## config.mk

```make
export PLATFORM = sky130hd
export DESIGN_NAME = xprop_result_monitor
export DESIGN_NICKNAME = d
export VERILOG_FILES = /design/src/rtl/xprop_result_monitor.sv
export SDC_FILE = /design/constraint.sdc
export NUM_CORES = 1
export LEC_CHECK = 0
export CAP_MARGIN = 15
export CORE_ASPECT_RATIO = 0.8
export CORE_MARGIN = 1.5
export CORE_UTILIZATION = 29
export DETAILED_ROUTE_END_ITERATION = 10
export GPL_ROUTABILITY_DRIVEN = 0
export PLACE_DENSITY = 0.57
export SLEW_MARGIN = 20
export SYNTH_ARGS = -nofsm -noshare
export SYNTH_HDL_FRONTEND = slang
export SYNTH_SLANG_ARGS = --single-unit
export TNS_END_PERCENT = 20
```

## constraint.sdc

```tcl
create_clock -name clk -period 7.2 [get_ports clk]
set_clock_uncertainty 0.2 [all_clocks]
set_input_delay 2.16 -clock clk [delete_from_list [all_inputs] [get_ports clk]]
set_output_delay 2.16 -clock clk [all_outputs]
set_load 0.05 [all_outputs]
```

## src/rtl/xprop_result_monitor.sv

```systemverilog
// xprop_result_monitor
// Synthesizable scoreboard for dual-rail (value + unknown mask) results.
// Each accepted sample is compared against a dual-rail expected word. The
// block counts run cycles, accepted samples, samples with a known-bit
// mismatch and unexpected unknown bits, and ends the run at a programmable
// cycle limit.
//
// Optional feature: define XPROP_FIRST_FAIL_CAPTURE_EN to add the
// fail_valid/fail_cycle/fail_val/fail_xmask outputs. These hold the first
// failing sample of the current run.
//
// Handshake: a sample transfers on a rising clk edge when in_valid && in_ready.
// in_ready is high only in RUN and does not depend on in_valid. Samples
// offered outside RUN are dropped without side effects.
//
// state_dbg exposes the FSM state: 0 = IDLE, 1 = RUN, 2 = DONE.
module xprop_result_monitor #(
  parameter int W     = 16,
  parameter int CNT_W = 16
) (
  input  logic             clk,
  input  logic             rst_n,
  input  logic             start,
  input  logic [31:0]      cycle_max,
  input  logic             in_valid,
  output logic             in_ready,
  input  logic [W-1:0]     res_val,
  input  logic [W-1:0]     res_xmask,
  input  logic [W-1:0]     exp_val,
  input  logic [W-1:0]     exp_xmask,
  output logic             busy,
  output logic             done,
  output logic             pass,
  output logic [31:0]      cycle_count,
  output logic [31:0]      sample_count,
  output logic [CNT_W-1:0] mismatch_count,
  output logic [CNT_W-1:0] xbit_count,
`ifdef XPROP_FIRST_FAIL_CAPTURE_EN
  output logic             fail_valid,
  output logic [31:0]      fail_cycle,
  output logic [W-1:0]     fail_val,
  output logic [W-1:0]     fail_xmask,
`endif
  output logic [1:0]       state_dbg
);

  typedef enum logic [1:0] {
    S_IDLE = 2'd0,
    S_RUN  = 2'd1,
    S_DONE = 2'd2
  } state_t;

  // Popcount width for up to W unknown bits per sample. The sum is one bit
  // wider than the larger operand, so an overflow past the counter maximum
  // is always visible before clamping.
  localparam int PC_W  = $clog2(W + 1);
  localparam int SUM_W = ((CNT_W > PC_W) ? CNT_W : PC_W) + 1;
  localparam logic [CNT_W-1:0] CNT_MAX = '1;

  state_t             state_q, state_d;
  logic               run_start;
  logic [31:0]        max_q;
  logic [31:0]        cycle_count_q;
  logic [31:0]        sample_count_q;
  logic [CNT_W-1:0]   mismatch_count_q;
  logic [CNT_W-1:0]   xbit_count_q;

  logic               accept;
  logic [W-1:0]       care;
  logic [W-1:0]       mism;
  logic [W-1:0]       xb;
  logic               mism_any;
  logic               xb_any;
  logic [PC_W-1:0]    xb_pop;
  logic [SUM_W-1:0]   mism_sum;
  logic [SUM_W-1:0]   xb_sum;
  logic [CNT_W-1:0]   mism_next;
  logic [CNT_W-1:0]   xb_next;

  // State register.
  always_ff @(posedge clk or negedge rst_n) begin
    if (!rst_n) begin
      state_q <= S_IDLE;
    end else begin
      state_q <= state_d;
    end
  end

  // Next-state logic. run_start marks the edge that latches cycle_max and
  // clears the run counters. It fires from IDLE or DONE only, so a start
  // pulse during RUN has no effect.
  always_comb begin
    state_d   = state_q;
    run_start = 1'b0;
    case (state_q)
      S_IDLE: begin
        if (start) begin
          state_d   = S_RUN;
          run_start = 1'b1;
        end
      end
      S_RUN: begin
        if (cycle_count_q == max_q) begin
          state_d = S_DONE;
        end
      end
      S_DONE: begin
        if (start) begin
          state_d   = S_RUN;
          run_start = 1'b1;
        end
      end
      default: begin
        state_d = S_IDLE;
      end
    endcase
  end

  // Per-sample comparison. Bits marked don't-care in exp_xmask never count.
  // A bit that is X in the result counts as an unknown bit, not as a
  // mismatch.
  always_comb begin
    accept   = in_valid && (state_q == S_RUN);
    care     = ~exp_xmask;
    mism     = care & ~res_xmask & (res_val ^ exp_val);
    xb       = care & res_xmask;
    mism_any = |mism;
    xb_any   = |xb;
  end

  // Count the unexpected unknown bits of the current sample.
  always_comb begin
    xb_pop = '0;
    for (int i = 0; i < W; i++) begin
      xb_pop = xb_pop + PC_W'(xb[i]);
    end
  end

  // Saturating counter increments. Clamping at all-ones also covers an add
  // that would step past the limit, not only one that starts there.
  always_comb begin
    mism_sum  = SUM_W'(mismatch_count_q) + SUM_W'(mism_any);
    xb_sum    = SUM_W'(xbit_count_q) + SUM_W'(xb_pop);
    mism_next = (mism_sum > SUM_W'(CNT_MAX)) ? CNT_MAX : mism_sum[CNT_W-1:0];
    xb_next   = (xb_sum > SUM_W'(CNT_MAX)) ? CNT_MAX : xb_sum[CNT_W-1:0];
  end

  // Run bookkeeping: latch the limit at start, advance the cycle index
  // during RUN, and register the counters for each accepted sample.
  always_ff @(posedge clk or negedge rst_n) begin
    if (!rst_n) begin
      max_q            <= '0;
      cycle_count_q    <= '0;
      sample_count_q   <= '0;
      mismatch_count_q <= '0;
      xbit_count_q     <= '0;
    end else if (run_start) begin
      max_q            <= cycle_max;
      cycle_count_q    <= '0;
      sample_count_q   <= '0;
      mismatch_count_q <= '0;
      xbit_count_q     <= '0;
    end else if (state_q == S_RUN) begin
      if (cycle_count_q != max_q) begin
        cycle_count_q <= cycle_count_q + 32'd1;
      end
      if (accept) begin
        sample_count_q   <= sample_count_q + 32'd1;
        mismatch_count_q <= mism_next;
        xbit_count_q     <= xb_next;
      end
    end
  end

`ifdef XPROP_FIRST_FAIL_CAPTURE_EN
  logic          fail_valid_q;
  logic [31:0]   fail_cycle_q;
  logic [W-1:0]  fail_val_q;
  logic [W-1:0]  fail_xmask_q;

  // Capture the first failing sample of a run. Later failures leave the
  // capture untouched until the next run starts.
  always_ff @(posedge clk or negedge rst_n) begin
    if (!rst_n) begin
      fail_valid_q <= 1'b0;
      fail_cycle_q <= '0;
      fail_val_q   <= '0;
      fail_xmask_q <= '0;
    end else if (run_start) begin
      fail_valid_q <= 1'b0;
      fail_cycle_q <= '0;
      fail_val_q   <= '0;
      fail_xmask_q <= '0;
    end else if (accept && (mism_any || xb_any) && !fail_valid_q) begin
      fail_valid_q <= 1'b1;
      fail_cycle_q <= cycle_count_q;
      fail_val_q   <= res_val;
      fail_xmask_q <= res_xmask;
    end
  end

  assign fail_valid = fail_valid_q;
  assign fail_cycle = fail_cycle_q;
  assign fail_val   = fail_val_q;
  assign fail_xmask = fail_xmask_q;
`endif

  assign in_ready       = (state_q == S_RUN);
  assign busy           = (state_q == S_RUN);
  assign done           = (state_q == S_DONE);
  assign pass           = done && (mismatch_count_q == '0) && (xbit_count_q == '0);
  assign cycle_count    = cycle_count_q;
  assign sample_count   = sample_count_q;
  assign mismatch_count = mismatch_count_q;
  assign xbit_count     = xbit_count_q;
  assign state_dbg      = state_q;

endmodule

```

; ---- Yosys cells after proc, flatten, opt, wreduce, memory -nomap -nowiden
; Cells that the tools add are included.
[totals]
output_inout_bits = 102
reg_bits = 130
[classes]
n_eq_ne = 6
reduce_logical = 14
n_lt_le_gt_ge = 2
n_bitwise = 6
muxes = 19
add_sub_neg = 19
[ops]
columns = op, count
row1 = 2-to-1 mux 32 bit, 6
row2 = 2-to-1 mux 16 bit, 8
row3 = "adder 32 x 1 -> 32 bit, second input constant", 2
row4 = adder 5 x 1 -> 5 bit, 11
row5 = bitwise AND 16 bit, 3
row6 = "> comparator 17 x 16 -> 1 bit, second input constant", 2
row7 = == test 32 bit, 1
row8 = zero test 16 bit, 2
row9 = inequality test 32 bit, 1
row10 = inverter 16 bit, 2
row11 = adder 16 x 1 -> 17 bit, 1
row12 = adder 16 x 5 -> 17 bit, 1
row13 = OR reduction 16 bit, 1
row14 = XOR 16 bit, 1
row15 = AND reduction 2 bit, 3
row16 = nonzero test 2 bit, 3
row17 = adder 4 x 1 -> 5 bit, 1
row18 = adder 3 x 1 -> 4 bit, 1
row19 = 2-to-1 mux 2 bit, 2
row20 = "inequality test 2 x 1 -> 1 bit, second input constant", 2
row21 = one-hot mux 2 bit (2 select lines), 1
row22 = adder 2 x 1 -> 3 bit, 1
row23 = logical AND 1 bit, 3
row24 = adder 1 x 1 -> 2 bit, 1
row25 = 5 further kinds, 6

; ---- Longest topological paths before layout
; Gate-level depths: netlist of the first run.
[depth]
depth_word = 23
mapped_depth = 17
mapped_depth_nobuf = 16

; ---- Worst setup path before layout of the first run
; OpenSTA, ideal clock, no wires.
[synth_path]
path_type = input to register
startpoint = input exp_xmask[10]
endpoint = register xbit_count_q[3] (netlist: xbit_count[3])
n_path_buf = 1
path_slack_ps = 323
stages = 16
t_required_ps = 6880
arrival_ps = 6557
setup_time_ps = 120
cell_sequence = nand2b_1 -> fa_1 -> inv_1 -> fa_1 -> inv_1 -> fa_1 -> inv_1 -> fa_1 -> fa_1 -> fa_1 -> a211o_1 -> a21oi_1 -> nand3b_1 -> clkbuf_1 -> a21oi_1 -> a31o_2
[synth_via]
elab_chain_cells = 14
[synth_lines]
columns = element, line
row1 = "start, declared", 30  ; input logic [W-1:0] exp_xmask,
row2 = inverter 16 bit (*), 124  ; care = ~exp_xmask;
row3 = bitwise AND 16 bit (*), 126  ; xb = care & res_xmask;
row4 = adder 5 x 1 -> 5 bit (*) (6 in a row), 135  ; xb_pop = xb_pop + PC_W'(xb[i]);
row5 = adder 16 x 5 -> 17 bit (*), 143  ; xb_sum = SUM_W'(xbit_count_q) + SUM_W'(xb_pop);
row6 = > comparator 17 x 16 -> 1 bit, 145  ; xb_next = (xb_sum > SUM_W'(CNT_MAX)) ? CNT_MAX : xb_sum[CNT_W-1:0];
row7 = 2-to-1 mux 16 bit (*), 145
row8 = 2-to-1 mux 16 bit (*), 167  ; if (accept) begin
row9 = 2-to-1 mux 16 bit (*), 163  ; end else if (state_q == S_RUN) begin
row10 = 2-to-1 mux 16 bit (*), 157  ; end else if (run_start) begin
row11 = "end signal, assigned", 170  ; xbit_count_q <= xb_next;
row12 = "end, declared", 66  ; logic [CNT_W-1:0] xbit_count_q;
; Mark *: on every way between the ends. The rest lies on a longest branch, timed or not. The select of a mux whose other input is x is not followed.
; A chain may end at the register's enable or synchronous reset.

; ---- Final worst setup path of the first run
[layout_path]
startpoint = input exp_xmask[10]
endpoint = register xbit_count_q[11] (netlist: xbit_count[11])
; The elaborated chain is that of the path after synthesis.

==> results of run 1 <==
routing by layer:
layer / part of all wire (%) / GRT usage, %
met4: 0.59 / 3.98
met2: 42 / 23.2
met3: 4.8 / 3.60
met1: 53 / 27.0
met5: 0 / 0
worst max-delay path, stage by stage:
cell and delay [ns]:
clkdlybuf4s50_1 0.42, nand2b_1 0.18, fa_1 0.55, inv_1 0.06, fa_1 0.51, inv_1 0.05
fa_1 0.47, inv_1 0.05, fa_1 0.50, fa_1 0.46, fa_1 0.40, a211o_1 0.30
a21oi_1 0.19, nand3b_1 0.33, and2_1 0.24, a311oi_1 0.11
power groups by stage:
stage	combinational [mW]	sequential, mW	clock, mW
finish	1.20	1.02	0.810
detailed placement	1.20	1.04	0
CTS	1.21	1.02	0.834
floorplan	0.595	1.22	0
global route	1.32	1.05	0.865
global placement	1.20	1.03	0
layout make-up:
cell class              instances  area share (%)
multi-input cells             632            38.8
flip-flops and latches        130            30.9
repair buffers                213            20.0
clock buffers                  19            4.20
well taps                     351            4.17
clock inverters                13           0.974
inverters                      27           0.962
state kept, by name (all words and copies together) (netlist names):
signal and cells:
max_q 32, state_dbg 2, cycle_count 32, mismatch_count 16
xbit_count 16, sample_count 32
metrics by stage:
stage / setup TNS [ns] / utilization, %
after global placement: -0.577 / 39.1
final: 0 / 41.3
after CTS: 0 / 41.3
after floorplan: 0 / -
after global routing: 0 / 41.3
after detailed placement: -0.845 / 39.1
worst min-delay path by stage:
stage | startpoint | to | depth (start not counted)
floorplan | max_q[0]$_DFFE_PN0P_ | max_q[0]$_DFFE_PN0P_ | 2
global placement | max_q[25]$_DFFE_PN0P_ | max_q[25]$_DFFE_PN0P_ | 2
detailed placement | max_q[10]$_DFFE_PN0P_ | max_q[10]$_DFFE_PN0P_ | 2
CTS | max_q[0]$_DFFE_PN0P_ | max_q[0]$_DFFE_PN0P_ | 2
global route | max_q[24]$_DFFE_PN0P_ | max_q[24]$_DFFE_PN0P_ | 2
finish | max_q[24]$_DFFE_PN0P_ | max_q[24]$_DFFE_PN0P_ | 2
kinds of logic (layout without fill, tap and decap cells):
logic type                 after synthesis  count (layout)  share of synthesized area, %
and+or+nand+nor                        402             402                          26.3
buffers and inverters                   59             272                          3.49
adders and majority gates               24              24                          5.14
xor gates and xnor gates                84              84                          9.78
muxes                                   14              14                          1.84
DFF                                    130             130                          42.8
AOI/OAI and AO/OA                      108             108                          10.6
Yosys cell counts, types with 6 or more instances:
| master | n |
|---|---|
| nand2_1 | 151 |
| dfrtp_1 | 130 |
| nor2_1 | 71 |
| xnor2_1 | 63 |
| a21oi_1 | 34 |
| nand3_1 | 28 |
| inv_1 | 27 |
| nand4_1 | 26 |
| nor3_1 | 26 |
| and3_1 | 20 |
| xor2_1 | 20 |
| clkbuf_1 | 17 |
| mux2i_1 | 14 |
| nor2b_1 | 14 |
| nor4_1 | 13 |
| fa_1 | 12 |
| ha_1 | 12 |
| nand2b_1 | 12 |
| a211oi_1 | 11 |
| o21ai_0 | 11 |
| a31oi_1 | 9 |
| and4_1 | 9 |
| a31o_1 | 8 |
| and2_1 | 8 |
| a311oi_1 | 7 |
| buf_1 | 7 |
| a31o_2 | 6 |
==> run summary, run 1 <==
DRT iter0 DRCs = 559
GRT Util Overall = 17.1%
Critical Path RT = 7.27 ns
Worst-path clk slew = 0.06 ns
Achievable frequency = 145 MHz
Post-synthesis net count = 945
Area after DPL = 0.00998 sq mm
Type of origin of the critical path = primary input
Final worst path period share = 95.9%
Setup WS pre-CTS = -0.116 ns
Run status = finished clean
R2R setup slack = 2.13 ns
Syn avg cell area = 9.26 sq um
Vias = 6720
Aggregate global routing overflow = 0
PwrDens = 288 mW/mm^2
Clk_lat worst skew = 0.42 ns
Combinational share of power = 39.5%
Ranking of synthesized cells by area = dfrtp_1 (43%), nand2_1 (7.5%), xnor2_1 (7.3%), nor2_1 (3.5%), fa_1 (3.2%)
Cells after DPL = 1352
Max cap viols = 0
Die Y = 148 microns
Post-synth EDFFs = 0
Fill count = 2607
Final instance area = 0.0105 sq mm
Tmin final = 6.90 ns
WL/cell = 16.4 microns
Synth warnings = 0
Reg2reg start = xbit_count[0]$_DFFE_PN0P_
Chip width = 184 microns
Total chip power = 3.03 mW
Critical path endpoint category = flop
Largest net degree at the start of global routing = 89
Clock share of power = 26.7%
Antenna violations before repair = 0
Relative slew slack = 43.1%
Final setup margin = 0.296 ns
I/O Buffers = 201
Peak supply drop = 0.149 mV
Cell row count = 52
Unrepaired setup endpoints after global routing = false
Post-Route WL = 22.7 mm
HP Class = flop to flop
CTS tree = yes
CP arrival = 6.98 ns
Setup CP Type = primary input to flop
Area growth from synthesis to layout = 38.7%
Post-Syn Area = 0.00760 sq mm
Yosys reg bits = 130
Drc violations = 0
Worst Setup SP = exp_xmask[10]
H-tree depth = 4
Pleak = 4.47 nW
Total net switching power = 1.22 mW
Vias/cell = 4.85
Share of cells above drive strength 1 = 7.16%
RR Endpoint = xbit_count[11]$_DFFE_PN0P_
Yosys cell types = 59
Worst-path maximum fanout = 8
Post-CTS setup buffers = 0
Setup-failing EPs final = 0
Antenna viol nets, final = 0
First-pass GRT wire length = 36.3 mm
Endpoints failing hold = 0
Slew @ Worst Pin = 0.853 ns
Fin cells = 1385
Die area = 0.0272 sq mm
Yosys top cell area share = 42.8%
Detailed Place HPWL = 16.8 mm
Max-slew violation total from the final report = 0
Multi-input logic area = 0.00409 sq mm
P_int = 1.81 mW
Most common cell after layout, fill and taps aside = clkdlybuf4s50_1
Post-Synthesis Cells = 821
Final net count = 1145
CTS Buf Count = 17
Synth area leader = dfrtp_1
Vias in the first global route = 6328
DR pass1 iterations = 5
FF+latch area = 0.00325 sq mm
CTS Hold Buffers Added = 0
Switching part of the total = 40.2%
Main synth FF type = dfrtp_1
Reg power frac = 33.8%
IO Count = 202
CTS Buffer Depth = 2
N_diodes = 0
Sequential share of the synthesized area = 42.8%
Post-synth ARST share = 100%
Post-CTS sizing = 0
Clock sinks = 130
Clock root cell = clkbuf_16
Hold slack = 0.294 ns
Starting density of the core = 29.8%
Most frequent cells in the layout = clkdlybuf4s50_1 (200), nand2_1 (151), dfrtp_1 (130)
CP endpoint = xbit_count[11]$_DFFE_PN0P_
Core area = 0.0255 sq mm
Worst reg-to-reg path cell count = 13
Power figures use the tool's default switching activity.
==> run 2, diff against run 1 <==
--- a/config.mk
+++ b/config.mk
@@ -6,7 +6,6 @@
 export NUM_CORES = 1
 export LEC_CHECK = 0
 export CAP_MARGIN = 15
-export CORE_ASPECT_RATIO = 0.8
 export CORE_MARGIN = 1.5
 export CORE_UTILIZATION = 29
 export DETAILED_ROUTE_END_ITERATION = 10
==> run 2 against run 1 <==
  * Maximum frequency is 0.54% higher
  * Die area hardly changed
  * Register-to-register slack gained 0.04 ns
  * Core utilization fell by 0.46 points
  * Clock power is 12% higher
  * Sequential share of layout area is 0.15 points lower
  * Largest cell class unchanged
==> run summary, run 2 (synthesis gave the netlist of run 1 again) <==
Worst-path clk slew = 0.06 ns (about the same)
Most common cell after layout, fill and taps aside = clkdlybuf4s50_1
Clock sinks = 130 (unchanged)
Max-slew violation total from the final report = 0 (unchanged)
Relative slew slack = 44.5% (+1.4 points)
Final net count = 1146 (+0.087%)
Vias = 6683 (-0.55%)
PwrDens = 295 mW/mm^2 (+2.6%)
Pleak = 4.52 nW (+1.1%)
Clk_lat worst skew = 0.42 ns (about the same)
Area growth from synthesis to layout = 39.3%
Slew @ Worst Pin = 0.831 ns (-0.0220 ns)
Tmin final = 6.87 ns (-0.0372 ns)
WL/cell = 16.3 microns (-0.56%)
Type of origin of the critical path = primary input
Hold slack = 0.294 ns (-0.000100 ns)
FF+latch area = 0.00325 sq mm (unchanged)
Die area = 0.0272 sq mm (about the same)
Most frequent cells in the layout = clkdlybuf4s50_1 (200), nand2_1 (151), dfrtp_1 (130)
Clock root cell = clkbuf_16
Peak supply drop = 0.148 mV (-0.78%)
Achievable frequency = 146 MHz (+0.54%)
Die Y = 165 microns (+12%)
Drc violations = 0 (unchanged)
Final worst path period share = 95.4% (-0.52 points)
Aggregate global routing overflow = 0 (unchanged)
Share of cells above drive strength 1 = 7.16% (unchanged)
CTS Buffer Depth = 2 (unchanged)
Detailed Place HPWL = 16.3 mm (-2.7%)
Post-Route WL = 22.3 mm (-1.7%)
Cell row count = 59 (+13%)
I/O Buffers = 201 (unchanged)
Core area = 0.0259 sq mm (+1.6%)
HP Class = flop to flop
CP arrival = 6.93 ns (-0.05 ns)
Unrepaired setup endpoints after global routing = false
Setup-failing EPs final = 0 (unchanged)
Vias in the first global route = 6426 (+1.5%)
Fin cells = 1369 (-1.2%)
H-tree depth = 4 (unchanged)
Critical Path RT = 7.27 ns (about the same)
First-pass GRT wire length = 35.3 mm (-2.7%)
Run status = finished clean
Vias/cell = 4.88 (+0.61%)
DRT iter0 DRCs = 423 (-24%)
Antenna violations before repair = 0 (unchanged)
Starting density of the core = 29.3% (-0.47 points)
Chip width = 165 microns (-10%)
Hold Crit Depth = 2 (unchanged)
N_diodes = 0 (unchanged)
Setup CP Type = primary input to flop
GRT Util Overall = 16.9% (-0.24 points)
Critical path endpoint category = flop
Largest net degree at the start of global routing = 78 (-12%)
Max cap viols = 0 (unchanged)
Antenna viol nets, final = 0 (unchanged)
Post-CTS setup buffers = 0 (unchanged)
CTS Buf Count = 17 (unchanged)
Fill count = 2561 (-1.8%)
Worst reg-to-reg path cell count = 14 (+1)
Cells after DPL = 1338 (-1.0%)
IO Count = 202 (unchanged)
Endpoints failing hold = 0 (unchanged)
Worst-path maximum fanout = 6 (-2)
Multi-input logic area = 0.00409 sq mm (about the same)
DR pass1 iterations = 5 (unchanged)
CTS tree = yes
-- run 2: final cells by class --
class	instances	share of cell area [%]
Clock inverter	11	1.52
Inverter	27	0.957
Multi-Input combinational cell	632	38.7
Clock buffer	20	4.22
Sequential cell	130	30.7
Timing Repair Buffer	214	19.9
Tap cell	335	3.96
-- run 2: path summary, 6_finish.rpt --
check	start	slack, ns	to
min reg2reg	max_q[5]$_DFFE_PN0P_	0.29	max_q[5]$_DFFE_PN0P_
max	exp_xmask[10]	0.33	xbit_count[11]$_DFFE_PN0P_
max reg2reg	xbit_count[0]$_DFFE_PN0P_	2.17	xbit_count[11]$_DFFE_PN0P_
min	max_q[5]$_DFFE_PN0P_	0.29	max_q[5]$_DFFE_PN0P_
min in group asynchronous	rst_n	1.57	max_q[6]$_DFFE_PN0P_
max in group asynchronous	rst_n	4.00	xbit_count[8]$_DFFE_PN0P_
-- run 2: power breakdown --
part	internal (mW)	leakage, nW	switching [mW]	total (mW)
Clock	0.584	0.299	0.326	0.910
Combinational	0.502	2.50	0.686	1.19
Sequential	0.859	1.72	0.166	1.03
-- run 2: worst max-delay path, cell delays in order --
cell             delay (ns)
clkdlybuf4s50_1        0.41
nand2b_1               0.17
fa_1                   0.55
inv_1                  0.06
fa_1                   0.51
inv_1                  0.05
fa_1                   0.48
inv_1                  0.05
fa_1                   0.50
fa_1                   0.47
fa_1                   0.41
a211o_1                0.32
a21oi_2                0.21
nand3b_1               0.16
buf_4                  0.16
and2_1                 0.18
a311oi_1               0.10
-- run 2: what timing repair did --
action / CTS / global route
endpoints found under the hold margin: 0 / 0
setup endpoints to repair: 0 / 5
gates resized for setup: 0 / 1
hold buffers: 0 / 0
-- run 2: per-layer routing --
| metal | track usage (%) | up-vias | share of wire [%] |
|---|---|---|---|
| met1 | 22.9 | 3270 | 47 |
| met5 | 0 | - | 0 |
| met3 | 2.99 | 20 | 3.9 |
| met4 | 4.22 | 0 | 1.1 |
| li1 | - | 3238 | - |
| met2 | 27.6 | 155 | 48 |
-- run 2: through the flow --
step	utilization (%)	area (sq um)	setup WS, ns	power, mW	TNS [ns]
global placement	38.5	9970	-0.118	2.21	-0.788
CTS	40.8	10600	0.252	3.15	0
global route	40.9	10600	0.0423	3.33	0
floorplan	-	7600	0.323	1.82	0
finish	40.9	10600	0.333	3.12	0
detailed placement	38.5	9970	-0.171	2.23	-1.37
